[src/rtl/keypad_pkg.sv]
// Shared key codes, entry FSM state type and key classification helper
// for the keypad code-entry block.
package keypad_pkg;

  localparam logic [3:0] KEY_CLEAR = 4'hA;
  localparam logic [3:0] KEY_ENTER = 4'hB;

  typedef enum logic [1:0] {
    ST_IDLE,
    ST_ENTRY,
    ST_READY
  } entry_state_t;

  function automatic logic is_digit(input logic [3:0] key);
    return key <= 4'h9;
  endfunction

endpackage

[src/rtl/rise_detect.sv]
// One-cycle pulse on a rising level. History resets high so a level already
// high when reset is released does not produce a pulse.
module rise_detect (
  input  logic clk,
  input  logic reset_n,
  input  logic level,
  output logic pulse
);

  logic level_d;

  always_ff @(posedge clk or negedge reset_n) begin
    if (!reset_n) level_d <= 1'b1;
    else          level_d <= level;
  end

  assign pulse = level & ~level_d;

endmodule

[src/rtl/keypad_entry.sv]
// Collects NDIGITS BCD key presses into a code, presents it until acknowledged,
// and clears itself after TIMEOUT_CYC idle cycles of partial entry.
module keypad_entry
  import keypad_pkg::*;
#(
  parameter int NDIGITS     = 4,
  parameter int TIMEOUT_CYC = 50_000_000
) (
  input  logic                   clk,
  input  logic                   reset_n,
  input  logic                   kp_pressed,
  input  logic [3:0]             kp_code,
  input  logic                   code_ack,
  output logic                   code_valid,
  output logic [4*NDIGITS-1:0]   code,
  output logic [3:0]             digit_count,
  output logic                   entry_err,
  output logic                   timeout
);

  localparam int              CODE_W    = 4 * NDIGITS;
  localparam int              CW        = (TIMEOUT_CYC > 1) ? $clog2(TIMEOUT_CYC) : 1;
  localparam logic [CW-1:0]   IDLE_LAST = CW'(TIMEOUT_CYC - 1);
  localparam logic [3:0]      FULL      = 4'(NDIGITS);

  entry_state_t        state, state_n;
  logic [CODE_W-1:0]   code_n;
  logic [3:0]          count_n;
  logic [CW-1:0]       idle_cnt, idle_n;
  logic                valid_n, err_n, to_n;
  logic                key_evt;

  rise_detect u_rise (
    .clk     (clk),
    .reset_n (reset_n),
    .level   (kp_pressed),
    .pulse   (key_evt)
  );

  always_ff @(posedge clk or negedge reset_n) begin
    if (!reset_n) begin
      state       <= ST_IDLE;
      code        <= '0;
      digit_count <= '0;
      code_valid  <= 1'b0;
      entry_err   <= 1'b0;
      timeout     <= 1'b0;
      idle_cnt    <= '0;
    end else begin
      state       <= state_n;
      code        <= code_n;
      digit_count <= count_n;
      code_valid  <= valid_n;
      entry_err   <= err_n;
      timeout     <= to_n;
      idle_cnt    <= idle_n;
    end
  end

  // Every path that leaves ENTRY or READY for IDLE also clears the code,
  // so IDLE always holds an all-zero code and a shift loads the first digit.
  always_comb begin
    state_n = state;
    code_n  = code;
    count_n = digit_count;
    valid_n = code_valid;
    err_n   = 1'b0;
    to_n    = 1'b0;
    idle_n  = '0;
    case (state)
      ST_IDLE: begin
        if (key_evt && is_digit(kp_code)) begin
          code_n  = {code[CODE_W-5:0], kp_code};
          count_n = 4'd1;
          state_n = ST_ENTRY;
        end else if (key_evt && kp_code == KEY_ENTER) begin
          err_n = 1'b1;
        end
      end
      ST_ENTRY: begin
        if (key_evt && is_digit(kp_code)) begin
          if (digit_count < FULL) begin
            code_n  = {code[CODE_W-5:0], kp_code};
            count_n = digit_count + 4'd1;
          end else begin
            err_n = 1'b1;
          end
        end else if (key_evt && kp_code == KEY_CLEAR) begin
          code_n  = '0;
          count_n = '0;
          state_n = ST_IDLE;
        end else if (key_evt && kp_code == KEY_ENTER) begin
          if (digit_count == FULL) begin
            valid_n = 1'b1;
            state_n = ST_READY;
          end else begin
            err_n   = 1'b1;
            code_n  = '0;
            count_n = '0;
            state_n = ST_IDLE;
          end
        end else if (idle_cnt == IDLE_LAST) begin
          to_n    = 1'b1;
          code_n  = '0;
          count_n = '0;
          state_n = ST_IDLE;
        end else begin
          idle_n = idle_cnt + 1'b1;
        end
      end
      ST_READY: begin
        valid_n = 1'b1;
        if (code_ack) begin
          valid_n = 1'b0;
          code_n  = '0;
          count_n = '0;
          state_n = ST_IDLE;
        end
      end
      default: begin
        state_n = ST_IDLE;
        code_n  = '0;
        count_n = '0;
        valid_n = 1'b0;
      end
    endcase
  end

endmodule

[config.mk]
export PLATFORM = sky130hd
export DESIGN_NAME = keypad_entry
export DESIGN_NICKNAME = d
export VERILOG_FILES = /design/src/rtl/keypad_pkg.sv /design/src/rtl/rise_detect.sv /design/src/rtl/keypad_entry.sv
export SDC_FILE = /design/constraint.sdc
export NUM_CORES = 1
export LEC_CHECK = 0
export CORE_UTILIZATION = 35
export DETAILED_ROUTE_END_ITERATION = 8
export GPL_ROUTABILITY_DRIVEN = 0
export SKIP_CTS_REPAIR_TIMING = 1
export SLEW_MARGIN = 0
export SYNTH_ARGS = -nofsm -noshare
export SYNTH_HDL_FRONTEND = slang
export SYNTH_SLANG_ARGS = --single-unit
export TNS_END_PERCENT = 1
[constraint.sdc]
create_clock -name clk -period 4.2 [get_ports clk]
set_clock_uncertainty 0.05 [all_clocks]
set_input_delay 0.84 -clock clk [delete_from_list [all_inputs] [get_ports clk]]
set_output_delay 0.84 -clock clk [all_outputs]
set_load 0.02 [all_outputs]
==> metrics.txt, run 1 <==
outcome finished clean; synth warn 0; total gr overflow 0; Initial Util 0.362; post-DR vias/cell around 4.8; drt drc 0; I/O pin cnt 31; RSZ-0062 raised after global routing false; Final setup viols 0; CTS buffer count 5; CTS clk-pin slew, worst paths 0.09 ns; Hold WC Path Type input port to async pin; Final period util 0.679; max-slew violations 0; worst endpoint required time ~4.4 ns; Core ar. around 7300 sq um; Slew @ Worst Pin 1.00 ns; vias in the first global route 1,875; row cnt 31; DRT Pass-1 Iters 4; CTS tree yes; cells along the critical path ha_1 -> nand4_1 -> or4_4 -> or4_4 -> a2111oi_4 -> mux2_4; maximum VDD drop 0.311 mV; I/O Buffers 30; register area ~1300 sq um; CP Launch Type register; Worst path max stage delay 0.63 ns; Worst Slack Setup Final between 1 and 1.5 ns; Die W 88.9 um; Max Cap Violations 0; CP Class register to register; Area growth syn-to-layout 20.1%; layout cells sized above 1 0.0700; ANT nets after route 0; Max FO, Critical Path 6; fillers 743; initial detailed-routing violation count 46; synthesized net count 279; PwrDens between 500 and 600 nW/um^2; clock tree buffer depth 2; GRT Util Overall 0.147; Final Hold Fails 0; Max Freq 351 MHz; critical path's most frequent cell or4_4; # clock sinks 52; final core occ 0.435; nets approximately 310; initial antenna violation count 0; post-synthesis cell type count 42; CP delay by family, top simple AND/OR/NAND/NOR gates; area of the multi-input gates roughly 1200 sq um; Post-Place Setup Slack 1.00 ns; antenna fix cells 0; Most used DFF post-synth dfrtp_1; Seq/Total Area, Yosys 0.493; clk_lat worst skew a little over 0.3 ns; Post-synth EDFFs 0; detailed placement HPWL around 3700 um; WL final 5230 um; Critical-path top delay cell or4_4; first-pass GRT wire length 8820 um; largest net degree at the start of global routing 36; Vias 1,918; Worst slew margin 0.327; Power Total 1.70 mW; cell count after synthesis 265; CP Capture Type register; Cell Area, Synth 2640 sq um; ys async rst share 1.00; WP buf/inv 0; most frequent cells in the layout dfrtp_1, nor2_1, nand2_1, clkdlybuf4s50_1, inv_1; critical path arrival 3.00 ns; Post-Route Setup TNS 0 ns; CTS H-tree lvls 2; most common cell after layout, fill and taps aside dfrtp_1; die area between 7000 and 8000 sq um; Post-DP Area 3050 sq um; P_leak 1.39 nW; cell area after layout 3170 sq um; Yosys reg bits 52; root buffer selected by CTS clkbuf_8; crit path time final between 2 and 3 ns; Mean Syn Cell Area ~10 sq um; Routed WL per cell ~13 um; Die Y 88.9 um
-- Yosys cell counts, types with 5 or more instances --
library cell,number,area [sq um]
ha_1,6,75.1
and3_1,6,37.5
nand3_1,15,75.1
mux2i_1,19,190
nand4_1,7,43.8
inv_1,25,93.8
nand2_1,29,109
xor2_1,16,140
xnor2_1,7,61.3
nor2_1,31,116
dfrtp_1,51,1280
a21oi_1,5,25.0
-- worst reg2reg max path: stages (launching register included) --
cell	delay (ns)
dfrtp_1	0.40
ha_1	0.23
nand4_1	0.25
or4_4	0.63
or4_4	0.47
a2111oi_4	0.38
mux2_4	0.34
-- cell type report --
cell class / instances / area share
flip-flops and latches: 52 / 0.410
multi-input cells: 181 / 0.380
repair buffers: 34 / 0.102
well taps: 99 / 0.0390
inverters: 25 / 0.0296
clock buffers: 6 / 0.0260
clock inverters: 2 / 0.0122
-- metrics by stage --
step / hold slack, ns / instances
final: 0.392 / 399
after global placement: 0.426 / 391
after detailed placement: 0.438 / 391
after global routing: 0.405 / 399
after CTS: 0.402 / 399
after floorplan: 0.405 / 265
-- state kept, by name, indices dropped and copies added (netlist names) --
register / cells
code: 16
code_valid: 1
digit_count: 4
entry_err: 1
idle_cnt: 26
state: 2
timeout: 1
u_rise.level_d: 1
-- worst paths after layout --
check	from	cells past startpoint	slack (ns)	end
max in group asynchronous	reset_n	2	2.91	code[1]
min in group clk	idle_cnt[0]	1	0.45	idle_cnt[0]
worst max register to register	idle_cnt[0]	6	1.35	state[1]
worst min register to register	idle_cnt[0]	1	0.45	idle_cnt[0]
worst min-delay path	reset_n	1	0.39	idle_cnt[9]
worst max-delay path	idle_cnt[0]	6	1.35	state[1]
-- logic make-up after synthesis --
group | after synthesis | synth area share
AO/OA/AOI/OAI | 18 | 0.0592
adder cells (fa/ha/maj) | 6 | 0.0284
buffers and inverters | 32 | 0.0502
XOR/XNOR | 23 | 0.0762
flip-flops | 52 | 0.493
multiplexers | 21 | 0.0819
AND/OR/NAND/NOR | 113 | 0.211
-- power breakdown --
| part | internal [mW] | total, mW | switching (mW) |
|---|---|---|---|
| Combinational | 0.293 | 0.671 | 0.378 |
| Clock | 0.195 | 0.364 | 0.169 |
| Sequential | 0.592 | 0.662 | 0.0693 |
-- layer usage --
metal / GRT usage / vias up / part of all wire
li1: - / 949 / -
met1: 0.193 / 931 / 0.48
met2: 0.233 / 27 / 0.47
met3: 0.0397 / 11 / 0.036
met4: 0.0587 / 0 / 0.017
met5: 0 / - / 0
Power figures use the tool's default switching activity.
==> run 2, diff against run 1 <==
Clock period 4.2 ns to 2.7 ns, I/O delays scaled along.
==> run 2 against run 1 <==
Total power increased by 51%. Worst hold slack got worse by 0.31 ns. Clock-buffer cell count decreased by 1. Worst setup slack got worse by 1.3 ns. Register-to-register slack got worse by 1.3 ns. Maximum frequency increased by 6.0%. Largest power group unchanged. Final cell count increased by 2.8%. Highest routed layer unchanged. Global-route usage increased by 0.15 points. Final area increased by 2.1%. Sequential share of layout area decreased by 0.84 points. Via count increased by 1.5%. Critical path type unchanged.
==> metrics.txt, run 2 (synthesis gave the netlist of run 1 again) <==
root buffer selected by CTS clkbuf_8; Final Hold Fails 0; Sequential Power Share 0.400; Comb pwr share 0.424; CTS clk-pin slew, worst paths 0.10 ns; first-pass GRT wire length 9030 um; Largest register FFs 26; initial detailed-routing violation count just under 100; Routed WL per cell 12.6 um; Largest regs idle_cnt (26), code (16), digit_count (4); Area growth syn-to-layout 22.6%; cell internal pwr 1.60 mW; final non-filler cell total 410; power share of the clock group 0.176; drt drc 0; Critical-path top delay cell or4b_1; Worst slew margin 0.522; most frequent cells in the layout dfrtp_1, nor2_1, nand2_1, clkdlybuf4s50_1, inv_1; row cnt 31; Worst Slack Setup Final 0.0107 ns; CP Class register to register; most common cell after layout, fill and taps aside dfrtp_1; Power Total 2.57 mW; worst endpoint required time 2.85 ns; Final period util 0.996; fillers 746; P_leak 1.43 nW; outcome finished clean; RSZ-0062 raised after global routing true; # clock sinks 52; PwrDens 793 nW/um^2; CP Launch Type register; I/O Buffers 30; CTS buffer count 5; die area 7900 sq um; initial antenna violation count 0; Max FO, Critical Path 3; register name with the most flops idle_cnt; WL final 5180 um; crit path time final between 2 and 3 ns; Worst path max stage delay 0.52 ns; CP Capture Type register; GRT Util Overall 0.149; ANT nets after route 0; Die W 88.9 um; I/O pin cnt 31; Post-Route Setup TNS 0 ns; Die Y slightly below 90 um; Post-Place Setup Slack 0.00195 ns; Slew @ Worst Pin 0.710 ns; antenna fix cells 0; CTS tree yes; DP Cell Count 402; Hold WC Path Type input port to async pin; Max Freq 372 MHz; Max Cap Violations 0; largest net degree at the start of global routing 26; detailed placement HPWL 3760 um; worst hold slack 0.0775 ns; cells along the critical path or4b_1 -> or4_4 -> or4_4 -> a2111oi_4 -> mux2_4; Final setup viols 0; clock tree buffer depth 2; total gr overflow 0; max-slew violations 0; nets 324; critical path arrival 2.84 ns; Initial Util 0.362; critical path's most frequent cell or4_4; vias in the first global route 1,919; Core ar. about 7300 sq um; Vias 1,946; DRT Pass-1 Iters 4; maximum VDD drop 0.411 mV; clk_lat worst skew between 0.3 and 0.4 ns; CTS H-tree lvls 2; layout cells sized above 1 0.103; Sw Share 0.376; Net Sw Power approximately 960 uW; post-DR vias/cell between 4 and 5
[run 2: worst paths after layout]
check,start,end,slack (ns),cells after the start
max,idle_cnt[18],state[1],0.01,5
min,reset_n,idle_cnt[11],0.08,1
max reg2reg,idle_cnt[18],state[1],0.01,5
min reg2reg,idle_cnt[0],idle_cnt[0],0.44,1
max in group asynchronous,reset_n,code[7],1.93,2
min in group clk,idle_cnt[0],idle_cnt[0],0.44,1
[run 2: area by class of cell]
type	count	area, sq um	share of cell area
sequential	52	1300	0.402
multi-input combinational	181	1210	0.373
timing repair buffer	45	420	0.130
tap	99	124	0.0382
inverter	25	93.8	0.0290
clock buffer	5	68.8	0.0212
clock inverter	3	23.8	0.00734
[run 2: critical path, delay by kind of cell (launching register included)]
kind             cells  cell delay (ns)
AND/OR/NAND/NOR      3             1.44
AO/OA/AOI/OAI        1             0.37
flip-flops           1             0.39
multiplexers         1             0.33
[run 2: metal layers]
layer  up-vias  share of wire  track usage
met2        28           0.47        0.236
met4         0          0.013       0.0484
met1       936           0.48        0.203
met5         -              0            0
met3         8          0.033       0.0342
li1        974              -            -
[run 2: power groups by stage]
stage | clock network, mW | logic, mW | registers (mW)
floorplan | 0 | 0.550 | 1.17
global placement | 0 | 1.10 | 1.04
detailed placement | 0 | 1.10 | 1.05
CTS | 0.468 | 1.10 | 1.03
global route | 0.500 | 1.20 | 1.05
finish | 0.452 | 1.09 | 1.03
[run 2: stage by stage]
| step | area (sq um) | util |
|---|---|---|
| after floorplan | 2640 | - |
| after global placement | 3150 | 0.432 |
| after detailed placement | 3150 | 0.432 |
| after CTS | 3240 | 0.444 |
| after global routing | 3240 | 0.444 |
| final | 3240 | 0.444 |
==> run 3, diff against run 2 <==
Settings changed: CTS_CLUSTER_DIAMETER from default to 50, SYNTH_HIERARCHICAL from default to 1.
==> run 3 against run 2 <==
Critical path depth grew 2. Global-route usage decreased by 1.4 points. Synthesized cell count decreased by 5.3%. Synthesized area rose by 2.1%. Worst setup slack better by 0.42 ns. Register-to-register slack better by 0.43 ns. Flip-flop and latch count is the same.
==> metrics.txt, run 3 <==
Final period util 0.839; Synth area leader dfrtp_1; cell count after synthesis around 250; PwrDens just under 800 nW/um^2; final core occ 0.438; post-synthesis cell type count 44; ys async rst share 1.00; detailed placement HPWL around 3600 um; register name with the most flops idle_cnt; vias in the first global route 1,896; Die W 89.8 um; Initial Util 0.366; CTS tree yes; Sw Share 0.344; Seq/Total Area, Yosys 0.483; Yosys top cell area share 0.473; final non-filler cell total 387; top cells by area, synth dfrtp_1, xor2_1, mux2_4, nor2_1, and2b_1; Yosys reg bits 52; largest net degree at the start of global routing 53; CTS clk-pin slew, worst paths ~0.09 ns; Max Freq 441 MHz; CTS buffer count 5; maximum VDD drop 0.297 mV; Post-Route Setup TNS 0 ns; clock tree buffer depth 2; Final setup viols 0; first-pass GRT wire length roughly 9000 um; root buffer selected by CTS clkbuf_8; DRT Pass-1 Iters 4; most frequent cell after synthesis dfrtp_1; Vias 1,897; die area 8070 sq um; total gr overflow 0; WL final about 5100 um; CP Capture Type register; Hold WC Path Type input port to async pin; I/O Buffers 30; critical path arrival 2.41 ns; Max FO, Critical Path 18; P_leak around 1.5 nW; antenna fix cells 0; Net Sw Power 869 uW; crit path time final 2.27 ns; Die Y roughly 90 um; layout cells sized above 1 0.146; cell internal pwr 1.66 mW; most common cell after layout, fill and taps aside dfrtp_1; Most used DFF post-synth dfrtp_1; Sequential Power Share 0.402; Largest register FFs 26; Worst slew margin 0.504; # clock sinks 52; ANT nets after route 0; Slew @ Worst Pin around 0.74 ns; DP Cell Count about 380; Synth top cells by count dfrtp_1, nor2_1, nand3_1; outcome finished clean; Cell Area, Synth about 2700 sq um; row cnt 31; CP Launch Type input port; clk_lat worst skew 0.31 ns; drt drc 0; Core ar. around 7400 sq um; I/O pin cnt 31; initial detailed-routing violation count 73; power share of the clock group 0.184; synth warn 6; initial antenna violation count 0; post-DR vias/cell 4.90; Area growth syn-to-layout 19.7%; GRT Util Overall 0.135; Comb pwr share 0.414; Routed WL per cell 13.1 um; Mean Syn Cell Area around 11 sq um; Largest regs idle_cnt (26), code (16), digit_count (4); synthesized net count 265; Post-synth EDFFs 0; Max Cap Violations 0; nets 301; max-slew violations 0; CP Class input port to register; RSZ-0062 raised after global routing false; CTS H-tree lvls 2; most frequent cells in the layout dfrtp_1, nor2_1, clkdlybuf4s50_1, nand3_1, xor2_1; Final Hold Fails 0; worst endpoint required time 2.85 ns
==> run 3: cell count changes in the layout (fill, tap and decap cells not counted), moves of 7 or more <==
cell	previous run	this run
nand2_1	29	12
mux2_4	1	8
inv_1	25	9
mux2_2	0	8
buf_4	14	5
and2b_1	0	12
mux2i_1	19	2
==> run 3: final timing paths <==
check                      slack, ns        start              to  cells past startpoint
min in group clk                0.43  idle_cnt[0]     idle_cnt[0]                      1
setup reg to reg                0.44  idle_cnt[0]         code[2]                      6
hold / removal                  0.16      reset_n        code[10]                      2
hold reg to reg                 0.43  idle_cnt[0]     idle_cnt[0]                      1
max in group asynchronous       2.16      reset_n  u_rise/level_d                      2
setup / recovery                0.43   kp_pressed         code[2]                      7
==> run 3: power groups by stage <==
| stage | Combinational (mW) | Clock, mW | Sequential [mW] |
|---|---|---|---|
| floorplan | 0.559 | 0 | 1.15 |
| finish | 1.05 | 0.466 | 1.02 |
| global route | 1.14 | 0.507 | 1.04 |
| detailed placement | 1.06 | 0 | 1.03 |
| CTS | 1.06 | 0.480 | 1.02 |
| global placement | 1.05 | 0 | 1.03 |
==> run 3: through the flow <==
stage | worst slack (ns) | power (mW) | hold WS, ns | instance area, sq um
4_1_cts | 0.417 | 2.56 | 0.182 | 3230
2_1_floorplan | 0.638 | 1.71 | 0.194 | 2700
6_report | 0.434 | 2.53 | 0.165 | 3230
3_3_place_gp | 0.108 | 2.08 | 0.426 | 3140
3_5_place_dp | 0.103 | 2.10 | 0.429 | 3140
5_1_grt | 0.272 | 2.69 | 0.194 | 3230
==> run 3: kinds of logic after synthesis <==
family	count (synthesis)	share of synthesized area
xor+xnor	22	0.0714
flops	52	0.483
mux	18	0.0853
simple gates	109	0.236
buf+inv	16	0.0269
compound gates	28	0.0705
fa+ha+maj	6	0.0278
==> run 3: layout make-up <==
type | instances | area [sq um]
timing repair buffer | 36 | 353
tap | 99 | 124
clock buffer | 7 | 86.3
fill | 702 | 4140
clock inverter | 1 | 7.51
multi-input combinational | 183 | 1320
inverter | 9 | 33.8
sequential | 52 | 1300
==> run 3: layer usage <==
| layer | wire length, um | global-route usage |
|---|---|---|
| met1 | 2560 | 0.186 |
| met2 | 2310 | 0.222 |
| met3 | 191 | 0.0313 |
| met4 | 21 | 0.0205 |
| met5 | 0 | 0 |
==> run 3: worst max-delay path, stage by stage <==
cell,delay [ns]
clkdlybuf4s50_1,0.42
nor2b_4,0.14
and4b_1,0.21
and3_1,0.20
o21ai_2,0.19
nand3_4,0.29
mux2_4,0.39
